### config.mk
export PLATFORM = sky130hd
export DESIGN_NAME = amt_recovery_ctrl_flat
export DESIGN_NICKNAME = d
export VERILOG_FILES = /design/src/rtl/amt_recovery_ctrl_if.sv /design/src/rtl/amt_recovery_ctrl.sv /design/src/flat_wrapper.sv
export SDC_FILE = /design/constraint.sdc
export NUM_CORES = 1
export LEC_CHECK = 0
export ABC_CLOCK_PERIOD_IN_PS = 10200
export CAP_MARGIN = 20
export CORE_MARGIN = 2
export CORE_UTILIZATION = 35
export DETAILED_ROUTE_END_ITERATION = 8
export PLACE_DENSITY = 0.72
export SETUP_SLACK_MARGIN = 0.02
export SLEW_MARGIN = 5
export SYNTH_ARGS = -nofsm -noshare
export SYNTH_HDL_FRONTEND = slang
export SYNTH_SLANG_ARGS = --single-unit
### constraint.sdc
create_clock -name clk_i -period 10.2 [get_ports clk_i]
set_input_delay 1.53 -clock clk_i [delete_from_list [all_inputs] [get_ports clk_i]]
set_output_delay 1.53 -clock clk_i [all_outputs]
set_load 0.005 [all_outputs]
### src/rtl/amt_recovery_ctrl_if.sv
// Connection bundle between ROB rollback, architectural/speculative map tables and dispatch
// for the rename-state recovery sequencer.
interface amt_recovery_ctrl_if #(
  parameter int unsigned C_MT_ENTRY       = 32,
  parameter int unsigned C_TAG_IDX_WIDTH  = 6,
  parameter int unsigned C_ARCH_IDX_WIDTH = 5,
  parameter int unsigned C_COPY_WIDTH     = 4
);
  logic                                       rollback_i;
  logic                                       rt_busy_i;
  logic [C_MT_ENTRY*C_TAG_IDX_WIDTH-1:0]      amt_tag_i;
  logic                                       stall_dp_o;
  logic                                       busy_o;
  logic [C_COPY_WIDTH-1:0]                    mt_wr_en_o;
  logic [C_COPY_WIDTH*C_ARCH_IDX_WIDTH-1:0]   mt_wr_idx_o;
  logic [C_COPY_WIDTH*C_TAG_IDX_WIDTH-1:0]    mt_wr_tag_o;
  logic                                       fl_rebuild_o;
  logic                                       recovery_done_o;

  modport master (
    output rollback_i, rt_busy_i, amt_tag_i,
    input  stall_dp_o, busy_o, mt_wr_en_o, mt_wr_idx_o, mt_wr_tag_o, fl_rebuild_o,
           recovery_done_o
  );

  modport slave (
    input  rollback_i, rt_busy_i, amt_tag_i,
    output stall_dp_o, busy_o, mt_wr_en_o, mt_wr_idx_o, mt_wr_tag_o, fl_rebuild_o,
           recovery_done_o
  );
endinterface

### src/rtl/amt_recovery_ctrl.sv
// Rename-state recovery sequencer: after a rollback, waits for retire to settle, then copies
// the architectural map into the speculative map C_COPY_WIDTH entries per cycle.
module amt_recovery_ctrl #(
  parameter int unsigned C_MT_ENTRY       = 32,
  parameter int unsigned C_TAG_IDX_WIDTH  = 6,
  parameter int unsigned C_ARCH_IDX_WIDTH = 5,
  parameter int unsigned C_COPY_WIDTH     = 4
) (
  input  logic                  clk_i,
  input  logic                  rst_i,
  amt_recovery_ctrl_if.slave    bus
);

  localparam int unsigned Beats = (C_MT_ENTRY + C_COPY_WIDTH - 1) / C_COPY_WIDTH;
  localparam int unsigned BeatW = $clog2(Beats + 1);
  localparam logic [BeatW-1:0] LastBeat = BeatW'(Beats - 1);

  typedef enum logic [1:0] {StIdle, StSettle, StCopy, StDone} state_e;

  state_e           state_q;
  logic [BeatW-1:0] beat_q;
  logic             busy;

  logic [C_COPY_WIDTH-1:0]                  wr_en;
  logic [C_COPY_WIDTH*C_ARCH_IDX_WIDTH-1:0] wr_idx;
  logic [C_COPY_WIDTH*C_TAG_IDX_WIDTH-1:0]  wr_tag;
  logic [31:0]                              lane_idx;

  always_ff @(posedge clk_i or posedge rst_i) begin
    if (rst_i) begin
      state_q <= StIdle;
      beat_q  <= '0;
    end else begin
      unique case (state_q)
        StIdle: begin
          if (bus.rollback_i) state_q <= StSettle;
        end
        // Always spend at least one cycle here so the last retire write lands in amt_tag_i.
        StSettle: begin
          if (!bus.rt_busy_i) begin
            state_q <= StCopy;
            beat_q  <= '0;
          end
        end
        StCopy: begin
          if (bus.rollback_i) begin
            state_q <= StSettle;
            beat_q  <= '0;
          end else if (beat_q == LastBeat) begin
            state_q <= StDone;
            beat_q  <= '0;
          end else begin
            beat_q <= beat_q + 1'b1;
          end
        end
        StDone: begin
          beat_q  <= '0;
          state_q <= bus.rollback_i ? StSettle : StIdle;
        end
        default: begin
          state_q <= StIdle;
          beat_q  <= '0;
        end
      endcase
    end
  end

  // Copy lanes read the architectural map live; lanes past the last entry stay all-zero.
  always_comb begin
    wr_en    = '0;
    wr_idx   = '0;
    wr_tag   = '0;
    lane_idx = '0;
    if (state_q == StCopy) begin
      for (int unsigned k = 0; k < C_COPY_WIDTH; k++) begin
        lane_idx = 32'(beat_q) * C_COPY_WIDTH + k;
        if (lane_idx < C_MT_ENTRY) begin
          wr_en[k] = 1'b1;
          wr_idx[k*C_ARCH_IDX_WIDTH +: C_ARCH_IDX_WIDTH] = C_ARCH_IDX_WIDTH'(lane_idx);
          wr_tag[k*C_TAG_IDX_WIDTH +: C_TAG_IDX_WIDTH] =
            bus.amt_tag_i[lane_idx*C_TAG_IDX_WIDTH +: C_TAG_IDX_WIDTH];
        end
      end
    end
  end

  assign busy                = (state_q != StIdle);
  assign bus.busy_o          = busy;
  assign bus.stall_dp_o      = bus.rollback_i | busy;
  assign bus.mt_wr_en_o      = wr_en;
  assign bus.mt_wr_idx_o     = wr_idx;
  assign bus.mt_wr_tag_o     = wr_tag;
  assign bus.fl_rebuild_o    = (state_q == StDone);
  assign bus.recovery_done_o = (state_q == StDone);

  // Retire must be quiet while the copy reads the architectural map.
  a_no_retire_in_copy: assert property (
    @(posedge clk_i) disable iff (rst_i) (state_q == StCopy) |-> !bus.rt_busy_i
  ) else $error("rt_busy_i asserted during map copy");

endmodule

### src/flat_wrapper.sv
// flat-port wrapper written by rule: the top's interface ports become plain ports
module amt_recovery_ctrl_flat 
#(
  parameter int unsigned C_MT_ENTRY       = 32,
  parameter int unsigned C_TAG_IDX_WIDTH  = 6,
  parameter int unsigned C_ARCH_IDX_WIDTH = 5,
  parameter int unsigned C_COPY_WIDTH     = 4
)
  (clk_i, rst_i, bus_rollback_i, bus_rt_busy_i, bus_amt_tag_i, bus_stall_dp_o, bus_busy_o, bus_mt_wr_en_o, bus_mt_wr_idx_o, bus_mt_wr_tag_o, bus_fl_rebuild_o, bus_recovery_done_o);
  amt_recovery_ctrl_if #(.C_MT_ENTRY(C_MT_ENTRY), .C_TAG_IDX_WIDTH(C_TAG_IDX_WIDTH), .C_ARCH_IDX_WIDTH(C_ARCH_IDX_WIDTH), .C_COPY_WIDTH(C_COPY_WIDTH)) bus_i ();
  input  logic clk_i;
  input  logic rst_i;
  input wire logic [$bits(bus_i.rollback_i)-1:0] bus_rollback_i;
  input wire logic [$bits(bus_i.rt_busy_i)-1:0] bus_rt_busy_i;
  input wire logic [$bits(bus_i.amt_tag_i)-1:0] bus_amt_tag_i;
  output wire logic [$bits(bus_i.stall_dp_o)-1:0] bus_stall_dp_o;
  output wire logic [$bits(bus_i.busy_o)-1:0] bus_busy_o;
  output wire logic [$bits(bus_i.mt_wr_en_o)-1:0] bus_mt_wr_en_o;
  output wire logic [$bits(bus_i.mt_wr_idx_o)-1:0] bus_mt_wr_idx_o;
  output wire logic [$bits(bus_i.mt_wr_tag_o)-1:0] bus_mt_wr_tag_o;
  output wire logic [$bits(bus_i.fl_rebuild_o)-1:0] bus_fl_rebuild_o;
  output wire logic [$bits(bus_i.recovery_done_o)-1:0] bus_recovery_done_o;
  assign bus_i.rollback_i = bus_rollback_i;
  assign bus_i.rt_busy_i = bus_rt_busy_i;
  assign bus_i.amt_tag_i = bus_amt_tag_i;
  assign bus_stall_dp_o = bus_i.stall_dp_o;
  assign bus_busy_o = bus_i.busy_o;
  assign bus_mt_wr_en_o = bus_i.mt_wr_en_o;
  assign bus_mt_wr_idx_o = bus_i.mt_wr_idx_o;
  assign bus_mt_wr_tag_o = bus_i.mt_wr_tag_o;
  assign bus_fl_rebuild_o = bus_i.fl_rebuild_o;
  assign bus_recovery_done_o = bus_i.recovery_done_o;
  amt_recovery_ctrl #(.C_MT_ENTRY(C_MT_ENTRY), .C_TAG_IDX_WIDTH(C_TAG_IDX_WIDTH), .C_ARCH_IDX_WIDTH(C_ARCH_IDX_WIDTH), .C_COPY_WIDTH(C_COPY_WIDTH)) u_core (.clk_i(clk_i), .rst_i(rst_i), .bus(bus_i));
endmodule
==> impl_results.md, run 1 <==
* Dpl hpwl at 14,340 um
* P per Cell Area at 166.5 nW/um2
* Register share of total power at 6.3%
* Hold Crit Start: u_core.state_q[1]$_DFFE_PP0P_
* Min-Delay Path Class: register to register
* H-tree levels at 1
* PostCTS Resize Cnt at 0
* Initial antenna violation count at 0
* Cells along the critical path: inv_1 -> ha_4 -> buf_4 -> mux4_2 -> mux2_2 -> a21oi_1 -> o22ai_1 -> clkdlybuf4s50_1
* Clk network pwr share at between 5 and 6%
* Diodes inserted at 0
* Synth top area cells: mux4_2 (53%), mux2i_1 (7.7%), buf_4 (6.1%), dfrtp_1 (3.1%), mux2_2 (2.6%)
* Warnings from Yosys at 0
* Max Clk Rate at 159.3 MHz
* P&R area growth vs syn at 50.86%
* Via density at 6.124
* Die area at about 15,000 um2
* Hold Path Sink: u_core.state_q[1]$_DFFE_PP0P_
* Worst-path maximum fanout at 73
* CP delay by family, top: buffers and inverters
* Worst skew pair latency at approximately 0.23 ns
* Remaining DRCs at 0
* Layout cell share with drive strength beyond 1 at 25.21%
* Number of synthesized register bits at 6
* Worst r2r src: u_core.beat_q[0]$_DFFE_PP0P_
* Wire length on met3 at approximately 2000 um
* Die Width at roughly 120 um
* Final-report hold violation count at 0
* Clock root cell: clkbuf_16
* Final Max Tran Viols at 0
* WL/cell at ~23 um
* Worst setup EP type: output port
* # fillers at 1,141
* Leakage at between 2 and 2.5 nW
* Critical Path RT at approximately 8.7 ns
* Period minus WS final at 6.278 ns
* CTS Hold Bufs at 0
* Worst Tran Pin Value at about 1.1 ns
* Final Cycle Share at slightly above 60%
* Setup ws final at ~3.9 ns
* All-layer global routing usage at 23.74%
* Remaining Overflow, GRT at 0
* Syn avg cell area at approximately 12 um2
* Metal2 WL at ~9300 um
* Max stage delay on crit path at 0.98 ns
* Critical path class: register to output port
* Detailed Route WL at around 18,000 um
* Main flop type after synthesis: dfrtp_1
* Clock Sinks at 6
* Register-to-register setup slack at between 7 and 8 ns
* DP Cell Count at between 700 and 800
* EDFF count, synth at 0
* RD Place Congestion at 0.9203
* First DRT Iteration DRCs at ~400
* Setup TNS at 0 ns
* RR Endpoint: u_core.beat_q[3]$_DFFE_PP0P_
* Io pins at about 250
* Switching Fraction at 41.57%
* FFs w/ async S/R, synth at 100.0%
* Area of the multi-input gates at 4237 um2
* Highest Signal Layer: met4
* Core Area at about 13,000 um2
* Non-filler cells in the finished layout at ~780
* Slowest cell on the critical path: dfrtp_4
* Post-synthesis sequential area ratio at about 3.1%
* Max Cap Viol at 0
* RSZ-0062 raised after global routing: no
* Row Count at between 40 and 50
* Cell taking the most area after synthesis: mux4_2
* Worst IR Drop VDD at 0.1158 mV
* Drt first pass iters at 5
* Clock buffer depth at 2
* Design Power at roughly 0.0012 W
* Vias in the first global route at between 4,000 and 5,000
* Hold depth at 1
* Mapped cell area at between 4000 and 5000 um2
* Pre-CTS setup slack at between 4 and 5 ns
* CTS Buf Count at 3
* M1 WL at ~6400 um
* CP bufs+invs at 3
* FF-to-FF path depth at 5
* Final Skew at 0.001838 ns
* Internal at 0.0007044 W
* Gate power share at ~88%
* Final net count at 815
* Post-synth cell types at 54
* Worst-path clk slew at around 0.04 ns
* Initial core utilization at a little over a third
* Routed Antenna Nets at 0
* Largest net degree at the start of global routing at 74
* Port Buffers at between 200 and 250
* Setup-failing EPs final at 0
* Share of the synthesized area in the top cell type at between 50% and 60%
* Crit start category: register
* Post-CTS setup buffer count at 0
* Total number of vias at roughly 4,800
* Reg area at between 150 and 200 um2
* CTS tree: done
* First-pass GRT wire length at approximately 27,000 um
* Max transition margin at 29.50%
* Worst endpoint data arrival time at roughly 4.8 ns
* Outcome: finished, final reports clean
* DIE HEIGHT at approximately 120 um
* Final core occ at between 50% and 60%
* Post-Synthesis Cells at approximately 410
* Psw at ~0.0005 W
* Commonest non-fill, non-tap cell in the layout: clkdlybuf4s50_1
* Most frequent cells in the layout: clkdlybuf4s50_1 (243), mux4_2 (114), mux2i_1 (37)
==> power groups by stage <==
stage / Combinational (W) / Sequential [W] / Clock [W]
global placement: 0.00103 / 0.0000750 / 0
floorplan: 0.000829 / 0.0000363 / 0
detailed placement: 0.00105 / 0.0000777 / 0
CTS: 0.00105 / 0.0000774 / 0.0000677
global route: 0.00114 / 0.0000835 / 0.0000696
finish: 0.00106 / 0.0000765 / 0.0000667
==> through the flow <==
step / area, um2 / hold slack, ns
3_5_place_dp: 7114 / 0.6964
4_1_cts: 7193 / 0.7053
3_3_place_gp: 7114 / 0.6618
5_1_grt: 7241 / 0.7666
2_1_floorplan: 4811 / 0.6050
6_report: 7241 / 0.7083
==> flip-flops by register name (all words and copies together), names as in the netlist <==
signal          flops
u_core.state_q      2
u_core.beat_q       4
==> per-layer routing <==
metal	vias up	track usage (%)
li1	2085	-
met1	2368	28.64
met2	319	42.91
met3	23	5.028
met4	0	5.959
met5	-	0
==> synth_stat cells, drive strengths merged (2+ instances only) <==
| cell | instances |
|---|---|
| o22ai | 5 |
| mux4 | 114 |
| o2bb2ai | 2 |
| ha | 9 |
| xor2 | 3 |
| or3 | 4 |
| nand2 | 29 |
| nor2 | 28 |
| nand3b | 2 |
| mux2i | 37 |
| nand2b | 2 |
| inv | 10 |
| o32ai | 2 |
| buf | 57 |
| clkbuf | 5 |
| a21o | 5 |
| o21ai | 11 |
| fa | 2 |
| o211ai | 3 |
| mux2 | 11 |
| nor2b | 3 |
| o22a | 2 |
| nor3 | 6 |
| a21oi | 13 |
| nand3 | 9 |
| and3 | 2 |
| xnor2 | 5 |
| dfrtp | 6 |
| o221ai | 5 |
| nand4 | 2 |
| or2 | 4 |
==> cell families after synthesis <==
group / Yosys count / synth area share (%)
AO/OA/AOI/OAI: 57 / 8.708
flip-flops: 6 / 3.128
other: 1 / 0.07813
AND/OR/NAND/NOR: 95 / 9.932
buffers and inverters: 73 / 9.724
adder cells (fa/ha/maj): 11 / 3.180
XOR/XNOR: 8 / 1.460
multiplexers: 162 / 63.79
==> worst max-delay path by stage <==
stage                                 startpoint  cells past startpoint                   to  slack, ns
floorplan           u_core.beat_q[1]$_DFFE_PP0P_                      9  bus_mt_wr_tag_o[17]       5.89
global placement    u_core.beat_q[0]$_DFFE_PP0P_                      8  bus_mt_wr_tag_o[15]       4.32
detailed placement  u_core.beat_q[0]$_DFFE_PP0P_                      8  bus_mt_wr_tag_o[15]       4.13
CTS                 u_core.beat_q[0]$_DFFE_PP0P_                      8  bus_mt_wr_tag_o[15]       3.87
global route        u_core.beat_q[0]$_DFFE_PP0P_                      8  bus_mt_wr_tag_o[13]       3.58
finish              u_core.beat_q[0]$_DFFE_PP0P_                      8  bus_mt_wr_tag_o[15]       3.92
==> layout make-up <==
class                      instances  share of cell area [%]
inverter                          11                  0.5702
clock buffer                       4                   1.089
timing repair buffer             249                   34.66
sequential                         6                   2.125
tap                              176                   3.041
multi-input combinational        337                   58.51
(Power assumes the default switching activity.)
==> run 2, diff against run 1 <==
ABC_CLOCK_PERIOD_IN_PS = 5200   (was 10200)
PLACE_DENSITY = 0.75   (was 0.72)
clock period = 5.2 ns   (was 10.2 ns; I/O delays follow)
==> impl_results.md, run 2 (synthesis gave the netlist of run 1 again) <==
* Outcome: finished, final reports clean
* Die area at ~15,000 um2
* Total number of vias at ~5,000
* P per Cell Area at approximately 330 nW/um2
* Post-CTS setup buffer count at 0
* Area post-placement at roughly 7200 um2
* Max transition margin at between 30% and 40%
* Worst IR Drop VDD at ~0.24 mV
* Remaining DRCs at 0
* Layout cell share with drive strength beyond 1 at between 20% and 30%
* All-layer global routing usage at 25.20%
* Setup TNS at 0 ns
* Number of flip-flops in the largest register at 4
* RD Place Congestion at between 0.9 and 1
* Final Max Tran Viols at 0
* P&R area growth vs syn at 51.85%
* Worst setup EP type: output port
* Diodes inserted at 0
* Registers with the most flip-flops: u_core.beat_q x4, u_core.state_q x2
* Final Cycle Share at 87.50%
* Io pins at about 250
* Max Cap Viol at 0
* DIE HEIGHT at 121.1 um
* WL/cell at approximately 23 um
* Routed Antenna Nets at 0
* CTS Buf Count at 3
* Max Clk Rate at around 220 MHz
* Final net count at 824
* Clock root cell: clkbuf_16
* Slowest cell on the critical path: fa_1
* Setup-failing EPs final at 0
* Initial core utilization at a little over a third
* WHS at roughly 0.71 ns
* RSZ-0062 raised after global routing: no
* Detailed Route WL at 18,550 um
* Largest net degree at the start of global routing at 62
* Worst skew pair latency at around 0.23 ns
* Dpl hpwl at 15,440 um
* Final-report hold violation count at 0
* Max stage delay on crit path at around 0.93 ns
* Largest Register: u_core.beat_q
* Min-Delay Path Class: register to register
* First DRT Iteration DRCs at about 270
* Die Width at ~120 um
* Initial antenna violation count at 0
* Clock Sinks at 6
* CTS tree: done
* Worst-path maximum fanout at 10
* Period minus WS final at 4.550 ns
* Drt first pass iters at 4
* Leakage at around 2.4 nW
* Via density at approximately 6.2
* Worst endpoint data arrival time at ~3.8 ns
* Crit start category: register
* Worst-path clk slew at 0.04 ns
* Row Count at 42
* Remaining Overflow, GRT at 0
* Worst Tran Pin Value at approximately 0.93 ns
* Vias in the first global route at roughly 5,100
* Cells along the critical path: ha_1 -> fa_1 -> buf_4 -> mux2i_1 -> o221ai_1 -> o21ai_0 -> or3_1 -> a21oi_1 -> clkdlybuf4s50_1
* Port Buffers at approximately 240
* Commonest non-fill, non-tap cell in the layout: clkdlybuf4s50_1
* PostCTS Resize Cnt at 0
* Final Skew at around 0.0019 ns
* Clock buffer depth at 2
* Fin area at around 7300 um2
* First-pass GRT wire length at about 29,000 um
* CP bufs+invs at 2
* CP delay by family, top: adder cells
* H-tree levels at 1
* CTS Hold Bufs at 0
* Most frequent cells in the layout: clkdlybuf4s50_1 (243), mux4_2 (114), mux2i_1 (37)
* Core Area at 13,300 um2
* Critical path class: register to output port
* Design Power at roughly 0.0024 W
* Critical Path RT at approximately 4.4 ns
-- run 2: cell types whose count changed in the layout (fill, tap and decap cells not counted), sizes merged --
cell  previous run  this run
buf              6        15
-- run 2: worst paths after layout --
check / start / to / slack [ns] / cells after the start
worst min-delay path: u_core.state_q[1]$_DFFE_PP0P_ / u_core.state_q[1]$_DFFE_PP0P_ / 0.71 / 1
worst max-delay path: u_core.beat_q[0]$_DFFE_PP0P_ / bus_mt_wr_tag_o[10] / 0.65 / 9
min in group asynchronous: rst_i / u_core.state_q[0]$_DFFE_PP0P_ / 0.78 / 2
max in group asynchronous: rst_i / u_core.beat_q[0]$_DFFE_PP0P_ / 4.19 / 2
worst min register to register: u_core.state_q[1]$_DFFE_PP0P_ / u_core.state_q[1]$_DFFE_PP0P_ / 0.71 / 1
worst max register to register: u_core.beat_q[0]$_DFFE_PP0P_ / u_core.beat_q[1]$_DFFE_PP0P_ / 3.22 / 4
-- run 2: cell type report --
cell class	count	area, um2
inverters	11	41.29
well taps	176	220.2
fillers	1111	6007
clock buffers	4	78.83
multi-input cells	337	4237
flip-flops and latches	6	153.9
repair buffers	258	2557
-- run 2: per-layer routing --
metal	share of wire (%)	global-route usage (%)	wire length, um
met1	37	31.24	6843
met2	50	43.82	9225
met3	10	5.310	1907
met4	3.1	7.994	578
met5	0	0	0
-- run 2: power breakdown --
part | switching [W] | internal (W) | leakage [nW] | total [W]
clock network | 0.0000296 | 0.000102 | 0.0382 | 0.000132
registers | 0.0000170 | 0.0000603 | 0.0776 | 0.0000773
logic | 0.000944 | 0.00123 | 2.31 | 0.00217
-- run 2: stage by stage --
stage / setup slack, ns / instances / utilization [%]
3_5_place_dp: 0.8930 / 788 / 54.23
2_1_floorplan: 1.645 / 416 / -
5_1_grt: 0.4409 / 792 / 54.82
3_3_place_gp: 0.9643 / 788 / 54.23
6_report: 0.6502 / 792 / 54.82
4_1_cts: 0.6308 / 792 / 54.82
